## src/rtl/mp_commit_watchdog.sv

```systemverilog
// mp_commit_watchdog: retire counter, halt detector, commit watchdog and
// per-port memory handshake checker for multi-port CPU benches.
module mp_commit_watchdog #(
  parameter int unsigned NUM_PORTS   = 2,
  parameter int unsigned ORDER_W     = 64,
  parameter int unsigned WDOG_W      = 32,
  parameter int unsigned WDOG_CYCLES = 10000,
  parameter int unsigned HALT_REPEAT = 1,
  localparam int unsigned PORT_W     = (NUM_PORTS > 1) ? $clog2(NUM_PORTS) : 1
) (
  input  logic                    clk,
  input  logic                    rst,
  input  logic                    commit,
  input  logic [31:0]             pc_rdata,
  input  logic [31:0]             pc_wdata,
  input  logic [NUM_PORTS-1:0]    mem_read,
  input  logic [NUM_PORTS-1:0]    mem_write,
  input  logic [NUM_PORTS-1:0]    mem_resp,
  input  logic [32*NUM_PORTS-1:0] mem_address,
  output logic [ORDER_W-1:0]      order,
  output logic                    halt,
  output logic                    timeout,
  output logic [3:0]              errcode,
  output logic [PORT_W-1:0]       err_port,
  output logic                    done
);

  localparam int unsigned        STREAK_W    = $clog2(HALT_REPEAT + 1);
  localparam logic [STREAK_W-1:0] STREAK_MAX = STREAK_W'(HALT_REPEAT);
  localparam logic [WDOG_W-1:0]   WDOG_RELOAD = WDOG_W'(WDOG_CYCLES);

  localparam logic [3:0] ERR_RW   = 4'd1;
  localparam logic [3:0] ERR_DROP = 4'd2;
  localparam logic [3:0] ERR_SPUR = 4'd3;
  localparam logic [3:0] ERR_ADDR = 4'd4;
  localparam logic [3:0] ERR_WDOG = 4'd5;

  typedef enum logic [1:0] {IDLE, READ, WRITE} port_state_t;

  port_state_t         state    [NUM_PORTS];
  logic [31:0]         lat_addr [NUM_PORTS];
  logic [3:0]          port_err [NUM_PORTS];
  logic [STREAK_W-1:0] streak;
  logic [STREAK_W-1:0] streak_nxt;
  logic [WDOG_W-1:0]   wdog;
  logic                wdog_expire;
  logic [3:0]          first_err;
  logic [PORT_W-1:0]   first_port;

  // Halt streak update and watchdog expiry condition
  always_comb begin
    streak_nxt = streak;
    if (commit) begin
      if (pc_rdata != pc_wdata) begin
        streak_nxt = '0;
      end else if (streak != STREAK_MAX) begin
        streak_nxt = streak + STREAK_W'(1);
      end
    end
    wdog_expire = !halt && !commit && (wdog == WDOG_W'(1));
  end

  // Per-port protocol violation, highest-priority code within the port
  always_comb begin
    for (int i = 0; i < NUM_PORTS; i++) begin
      port_err[i] = '0;
      case (state[i])
        IDLE: begin
          if (mem_read[i] && mem_write[i]) port_err[i] = ERR_RW;
          else if (mem_resp[i])            port_err[i] = ERR_SPUR;
        end
        READ: begin
          if (mem_write[i])                      port_err[i] = ERR_RW;
          else if (!mem_read[i] && !mem_resp[i]) port_err[i] = ERR_DROP;
          else if (mem_read[i] && (mem_address[32*i +: 32] != lat_addr[i]))
            port_err[i] = ERR_ADDR;
        end
        WRITE: begin
          if (mem_read[i])                        port_err[i] = ERR_RW;
          else if (!mem_write[i] && !mem_resp[i]) port_err[i] = ERR_DROP;
          else if (mem_write[i] && (mem_address[32*i +: 32] != lat_addr[i]))
            port_err[i] = ERR_ADDR;
        end
        default: port_err[i] = '0;
      endcase
    end
  end

  // Lowest-index port with an error wins
  always_comb begin
    first_err  = '0;
    first_port = '0;
    for (int i = NUM_PORTS - 1; i >= 0; i--) begin
      if (port_err[i] != '0) begin
        first_err  = port_err[i];
        first_port = PORT_W'(i);
      end
    end
  end

  // Port handshake FSMs; a request both read and write from IDLE is not started
  always_ff @(posedge clk) begin
    if (rst) begin
      for (int i = 0; i < NUM_PORTS; i++) begin
        state[i]    <= IDLE;
        lat_addr[i] <= '0;
      end
    end else begin
      for (int i = 0; i < NUM_PORTS; i++) begin
        case (state[i])
          IDLE: begin
            if (mem_read[i] && !mem_write[i]) begin
              state[i]    <= READ;
              lat_addr[i] <= mem_address[32*i +: 32];
            end else if (mem_write[i] && !mem_read[i]) begin
              state[i]    <= WRITE;
              lat_addr[i] <= mem_address[32*i +: 32];
            end
          end
          READ:    if (mem_resp[i] || !mem_read[i])  state[i] <= IDLE;
          WRITE:   if (mem_resp[i] || !mem_write[i]) state[i] <= IDLE;
          default: state[i] <= IDLE;
        endcase
      end
    end
  end

  // Retire order, halt, watchdog and sticky first-error capture
  always_ff @(posedge clk) begin
    if (rst) begin
      order    <= '0;
      halt     <= 1'b0;
      timeout  <= 1'b0;
      errcode  <= '0;
      err_port <= '0;
      wdog     <= WDOG_RELOAD;
      streak   <= '0;
    end else begin
      if (commit) order <= order + ORDER_W'(1);
      streak <= streak_nxt;
      if (streak_nxt == STREAK_MAX) halt <= 1'b1;
      if (!halt) begin
        if (commit) begin
          wdog <= WDOG_RELOAD;
        end else if (wdog_expire) begin
          wdog    <= '0;
          timeout <= 1'b1;
        end else if (wdog != '0) begin
          wdog <= wdog - WDOG_W'(1);
        end
      end
      if (errcode == '0) begin
        if (first_err != '0) begin
          errcode  <= first_err;
          err_port <= first_port;
        end else if (wdog_expire) begin
          errcode  <= ERR_WDOG;
        end
      end
    end
  end

  assign done = halt | timeout | (errcode != '0);

endmodule

```

## config.mk

```make
export PLATFORM = sky130hd
export DESIGN_NAME = mp_commit_watchdog
export DESIGN_NICKNAME = d
export VERILOG_FILES = /design/src/rtl/mp_commit_watchdog.sv
export SDC_FILE = /design/constraint.sdc
export NUM_CORES = 1
export LEC_CHECK = 0
export BUFFER_PORTS_ARGS = -buffer_cell sky130_fd_sc_hd__clkbuf_2
export CAP_MARGIN = 10
export CORE_MARGIN = 2
export CORE_UTILIZATION = 54
export CTS_CLUSTER_SIZE = 25
export DETAILED_ROUTE_END_ITERATION = 7
export PLACE_DENSITY = 0.86
export SLEW_MARGIN = 20
export SYNTH_ARGS = -nofsm -noshare
export SYNTH_HDL_FRONTEND = slang
export SYNTH_SLANG_ARGS = --single-unit
```

## constraint.sdc

```tcl
create_clock -name clk -period 2.6 [get_ports clk]
set_input_delay 0.39 -clock clk [delete_from_list [all_inputs] [get_ports clk]]
set_output_delay 0.39 -clock clk [all_outputs]
set_load 0.02 [all_outputs]
```

== Word level (Yosys, flattened, before mapping) ==
Memories as Yosys holds them, arrays and structs flattened.
Index checks and enable logic that the tools add are counted.

* Memories kept: 2
* Word-level logic and storage cells: 168
* Memory bits (writable): 68
* Bits of input ports: 137
* Flip-flop bits (word level): 104

{| class="wikitable"
|+ Memories
! name !! depth !! bits a word !! rd ports !! clocked after Yosys merged registers in !! wr ports !! line !! source
|-
| lat_addr || 2 || 32 || 2 || 0 || 2 || 41 || <nowiki>logic [31:0] lat_addr [NUM_PORTS];</nowiki>
|-
| state || 2 || 2 || 2 || 0 || 2 || 40 || <nowiki>port_state_t state [NUM_PORTS];</nowiki>
|}

* Reductions and logical operators: 44
* Muxes and demuxes: 86
* $add $sub $neg: 3
* Equal/unequal tests: 8
* Bitwise logic cells: 18

{| class="wikitable"
|+ Operators with widths
! cell !! number
|-
| 32-bit two-way mux || 7
|-
| 32-bit inequality test || 3
|-
| 64-bit by 1-bit adder with 64-bit output (second input constant) || 1
|-
| 1-bit two-way mux || 47
|-
| 3-bit two-way mux || 12
|-
| 32-bit by 1-bit equality test with 1-bit output (second input constant) || 1
|-
| 32-bit nonzero test || 1
|-
| 32-bit by 1-bit subtractor with 32-bit output (second input constant) || 1
|-
| 2-bit two-way mux || 14
|-
| 4-bit one-hot mux with 3 select lines || 2
|-
| 1-bit logical AND || 16
|-
| 4-bit two-way mux || 4
|-
| 1-bit bitwise OR || 16
|-
| 4-bit nonzero test || 4
|-
| 1-bit logical NOT || 8
|-
| 2-bit AND reduction || 3
|-
| 3-bit OR reduction || 2
|-
| 2-bit by 1-bit equality test with 1-bit output (second input constant) || 2
|-
| 2-bit equality test (second input constant) || 2
|-
| 2-bit logical NOT || 2
|-
| 4-bit logical NOT || 1
|-
| 1-bit logical OR || 4
|-
| 3-bit AND reduction || 1
|-
| 3-bit nonzero test || 1
|-
| other kinds (3) || 4
|}

== Depth between registers and ports, before layout ==
An unclocked memory read counts as a cell.

* Word-level depth: 13
* Gate-level depth with buffers: 11
* Mapped depth without buffers: 9

== Worst setup path after synthesis ==
No wires, ideal clock.

* Path kind: register to register
* From: register wdog[0]
* To: register wdog[18]
* Setup time: 0.115 ns
* Path slack: 0.385 ns
* Data arrival time: 2.099 ns
* Required time: 2.485 ns
* Stages on the path, launching flop included: 12
* Clock period less this slack: 2.215 ns
* Cells stage by stage: dfxtp_1 > inv_1 > ha_1 > or4b_1 > buf_2 > nor4b_2 > a41o_1 > or3_1 > buf_6 > nor4_1 > xnor2_1 > nor2_2

* Cells in the longest elaborated chain, start to end: 4
* Elaborated cells between the ends (all ways): 9

{| class="wikitable"
|+ Ends and longest elaborated chain
! item !! line !! source
|-
| start, declared || 45 || <nowiki>logic [WDOG_W-1:0] wdog;</nowiki>
|-
| start signal, assigned || 149 || <nowiki>wdog <= wdog - WDOG_W'(1);</nowiki>
|-
| 32-bit by 1-bit subtractor with 32-bit output or 32-bit by 1-bit equality test with 1-bit output (tied branches) || 149, 60 ||
|-
| 32-bit two-way mux or 1-bit logical AND (tied branches) || 148, 60 ||
|-
| 32-bit two-way mux or 3-bit nonzero test (tied branches) || -- ||
|-
| 32-bit two-way mux or 2-bit AND reduction (tied branches) || -- ||
|}

Parallel ways exist; a longest one is shown, timed or not. The select of a mux whose other input is x is not followed.
A chain may end at the register's enable or synchronous reset.

== Worst setup path after layout ==
* From: register wdog[16]
* To: register errcode[0]

* Cells in the longest elaborated chain, start to end: 4

{| class="wikitable"
|+ Ends and longest elaborated chain
! item !! line !! source
|-
| 32-bit by 1-bit equality test with 1-bit output || 60 || <nowiki>wdog_expire = !halt && !commit && (wdog == WDOG_W'(1));</nowiki>
|-
| 1-bit logical AND || 60 ||
|-
| 2-bit nonzero test (no source line) || -- ||
|-
| 2-bit AND reduction (no source line) || -- ||
|-
| end signal, assigned || 154 || <nowiki>errcode <= first_err;</nowiki>
|-
| end, declared || 23 || <nowiki>output logic [3:0] errcode,</nowiki>
|}

No other way between the ends.

==> results.ini <==
[finish]
layout-drive-gt1-share = 0.2536
diodes = 0
syn_to_final_growth_pct = 21.58
layout.cells.non_filler = 1332
finalInstanceArea_um2 = 10570
fin_nets = 1243
postLayoutCoreUtil = 0.6677

[hold_path]
hp-start = rst
holdPathEnd = errcode[0]$_SDFFE_PP0P_
holdPathStages = 2
hp-class = primary input to flop

[timing]
fin_crit_sh = 0.9211
final.setup.tns_ns = 0
finalHoldViolCount = 0
period_needed_ns = 2.395
fin_skew_ns = 0.006043
drv_slew = 0
relSlewSlack = 0.5181
max_freq_mhz = 417.6
finalSetupViolCount = 0
worstMarginPinSlew_ns = 0.7229
rsz0062_at_grt = false

[placed_design]
dp_cells = 1300
io_buffers = 207
gp_congestion = 0.8398
place_area_um2 = 9980
dpl.hpwl_um = 14140

[route]
drt-pass1-iter-count = 7
drc = 0
via_count = 7156
ant_nets = 0
wl_um = 19540
vias_per_cell = 5.372
drtIter0Drc = 534
post_drt_wl_per_cell_um = 14.67

[synthesis]
synth_mux_area_frac = 0.003455
yosys.area_share.simple = 0.2695
netlist_instances = 895
synth_top_family_by_area = simple AND/OR/NAND/NOR gates
ys.flop_type = dfxtp_1
async_flop_share = 0
netlist_area_um2 = 8692
yosysSeqAreaShare = 0.4710
synth_edf_count = 67
synth_nets = 1035
synth-seq-cells = 171
synth_xor_area_frac = 0.1773
yosysWarnings = 0
synthDistinctLibCells = 62
postSynthAreaPerCell_um2 = 9.712
synth_compound_area_frac = 0.04721
synthAdderAreaFrac = 0.004318

[global_route]
antenna_found_initial = 0
grt_pass1_vias = 6618
gr-total-overflow = 0
grt_usage = 0.2291
grt_pass1_wl_um = 31060
grt_max_degree = 70

[cts]
root_buffer = clkbuf_16
cts_hold_buf = 0
htree_levels = 4
tritoncts = yes
cts_buffers = 17
cts_setup_buffers = 0
clock_latency_ns = 0.43
cts_resized = 0
path_clk_slew_ns = 0.06
clock_path_buffers = 2
cts_sinks = 171

[setup_path]
endpoint_kind = flop
ff2ff_path_depth = 7
reg2reg_to = errcode[0]$_SDFFE_PP0P_
crit_type = flop to flop
r2r-start = wdog[16]$_SDFFE_PP0P_
worst-r2r-setup-slack_ns = 0.21
crit_path_start_kind = flop
crit_required_ns = 2.94
path_max_fanout = 5
cp.arrival_ns = 2.74

[pwr]
combPwrFrac = 0.145
p_sw_uw = 1738
clock_power_share = 0.374
p_leak_uw = 0.004099
peakVddDrop_uv = 465.0
swShare = 0.2627
p_per_area_nw_per_um2 = 626.1
seq_power_share = 0.481
internal_power_uw = 4878

[die]
num_io_pins = 209
die_h_um = 130.9
start_util = 0.5492
row_count = 46
placeableCoreArea_um2 = 15830
die-area_um2 = 17130
die_w_um = 130.9

[run_status]
status = finished clean

[job]
max_cap_violations = 0

## cell usage after synthesis, drive strengths merged (3+ instances only)
cell | number | area [um^2]
xor2 | 74 | 648.1
a21oi | 19 | 95.09
or2 | 3 | 18.77
nor4b | 3 | 38.79
and3 | 9 | 56.30
dfxtp | 104 | 2082
and4 | 6 | 52.55
ha | 3 | 37.54
nand2 | 47 | 176.4
nor4 | 37 | 284.0
nand4 | 34 | 234.0
xnor2 | 102 | 893.4
nor2 | 113 | 429.2
mux2i | 3 | 30.03
clkbuf | 22 | 82.58
edfxtp | 67 | 2012
or4 | 6 | 52.55
buf | 13 | 82.58
nand3 | 38 | 200.2
inv | 18 | 67.56
nor3 | 28 | 166.4
or3 | 12 | 75.07
nor3b | 5 | 37.54
o21ai | 25 | 136.4
nor2b | 74 | 462.9
## metal layers
metal  wire length [um]  part of all wire  track usage  vias to the layer above
met5                  0                 0            0                        -
met4                405             0.021      0.08949                        0
met3               1252             0.064      0.05212                       33
met2               9350              0.48       0.3839                      249
met1               8534              0.44       0.2890                     3350
li1                   -                 -            -                     3524
## power groups by stage
stage | clock network [uW] | logic (uW) | registers [uW]
2_1_floorplan | 0 | 620 | 3230
3_3_place_gp | 0 | 926 | 3220
3_5_place_dp | 0 | 948 | 3240
4_1_cts | 2510 | 960 | 3180
5_1_grt | 2630 | 1070 | 3210
6_report | 2470 | 962 | 3180
## flip-flops by register name, summed over array words and instances (netlist names)
| signal | cells |
|---|---|
| lat_addr | 64 |
| order | 64 |
| wdog | 32 |
| state | 4 |
| errcode | 3 |
| err_port | 1 |
| halt | 1 |
| streak | 1 |
| timeout | 1 |
## logic make-up (layout without fill, tap and decap cells)
kind of cell	after synthesis	count (layout)
AO/OA/AOI/OAI	65	65
XOR/XNOR	176	176
adder cells (fa/ha/maj)	3	3
buffers and inverters	53	274
flip-flops	171	171
multiplexers	3	3
other	1	1
AND/OR/NAND/NOR	423	423
## worst max-delay path by stage
stage	start	to	slack (ns)
floorplan	wdog[0]$_SDFFE_PP0P_	wdog[18]$_SDFFE_PP0P_	0.39
global placement	commit	order[30]$_SDFFE_PP0P_	0.23
detailed placement	wdog[0]$_SDFFE_PP0P_	wdog[18]$_SDFFE_PP0P_	0.15
CTS	wdog[0]$_SDFFE_PP0P_	wdog[18]$_SDFFE_PP0P_	0.16
global route	lat_addr[0][15]$_SDFFCE_PP0P_	errcode[0]$_SDFFE_PP0P_	0.02
finish	wdog[16]$_SDFFE_PP0P_	errcode[0]$_SDFFE_PP0P_	0.21
## through the flow
step | worst slack, ns | power, uW | hold slack, ns
after floorplan | 0.3855 | 3847 | 0.4496
after global placement | 0.2309 | 4150 | 0.4649
after detailed placement | 0.1547 | 4185 | 0.4648
after CTS | 0.1586 | 6651 | 0.2314
after global routing | 0.01549 | 6900 | 0.2535
final | 0.2052 | 6616 | 0.2510
## critical path: stages, from the launching register on
cell	delay, ns
dfxtp_1	0.36
or4_4	0.59
nor3_4	0.26
nand3_1	0.12
nor3_2	0.34
or2_1	0.23
o31ai_2	0.11
a221oi_2	0.30
## cell usage in the layout (no fill, tap or decap), types with 24 or more instances in the layout
cell      count
clkbuf_2    207
nor2_1      111
dfxtp_1     104
xnor2_1     102
xor2_1       74
nor2b_1      73
edfxtp_1     67
nand2_1      47
nand3_1      36
nand4_1      32
nor4_1       30
nor3_1       24
o21ai_0      24
## cell type report
class	count	area, um^2
clock buffers	17	425.4
clock inverters	15	147.6
fillers	1199	5260
inverters	18	67.56
multi-input cells	671	4387
flip-flops and latches	171	4094
well taps	216	270.3
repair buffers	224	1176
Note: power is estimated with default switching activity, not from simulation.
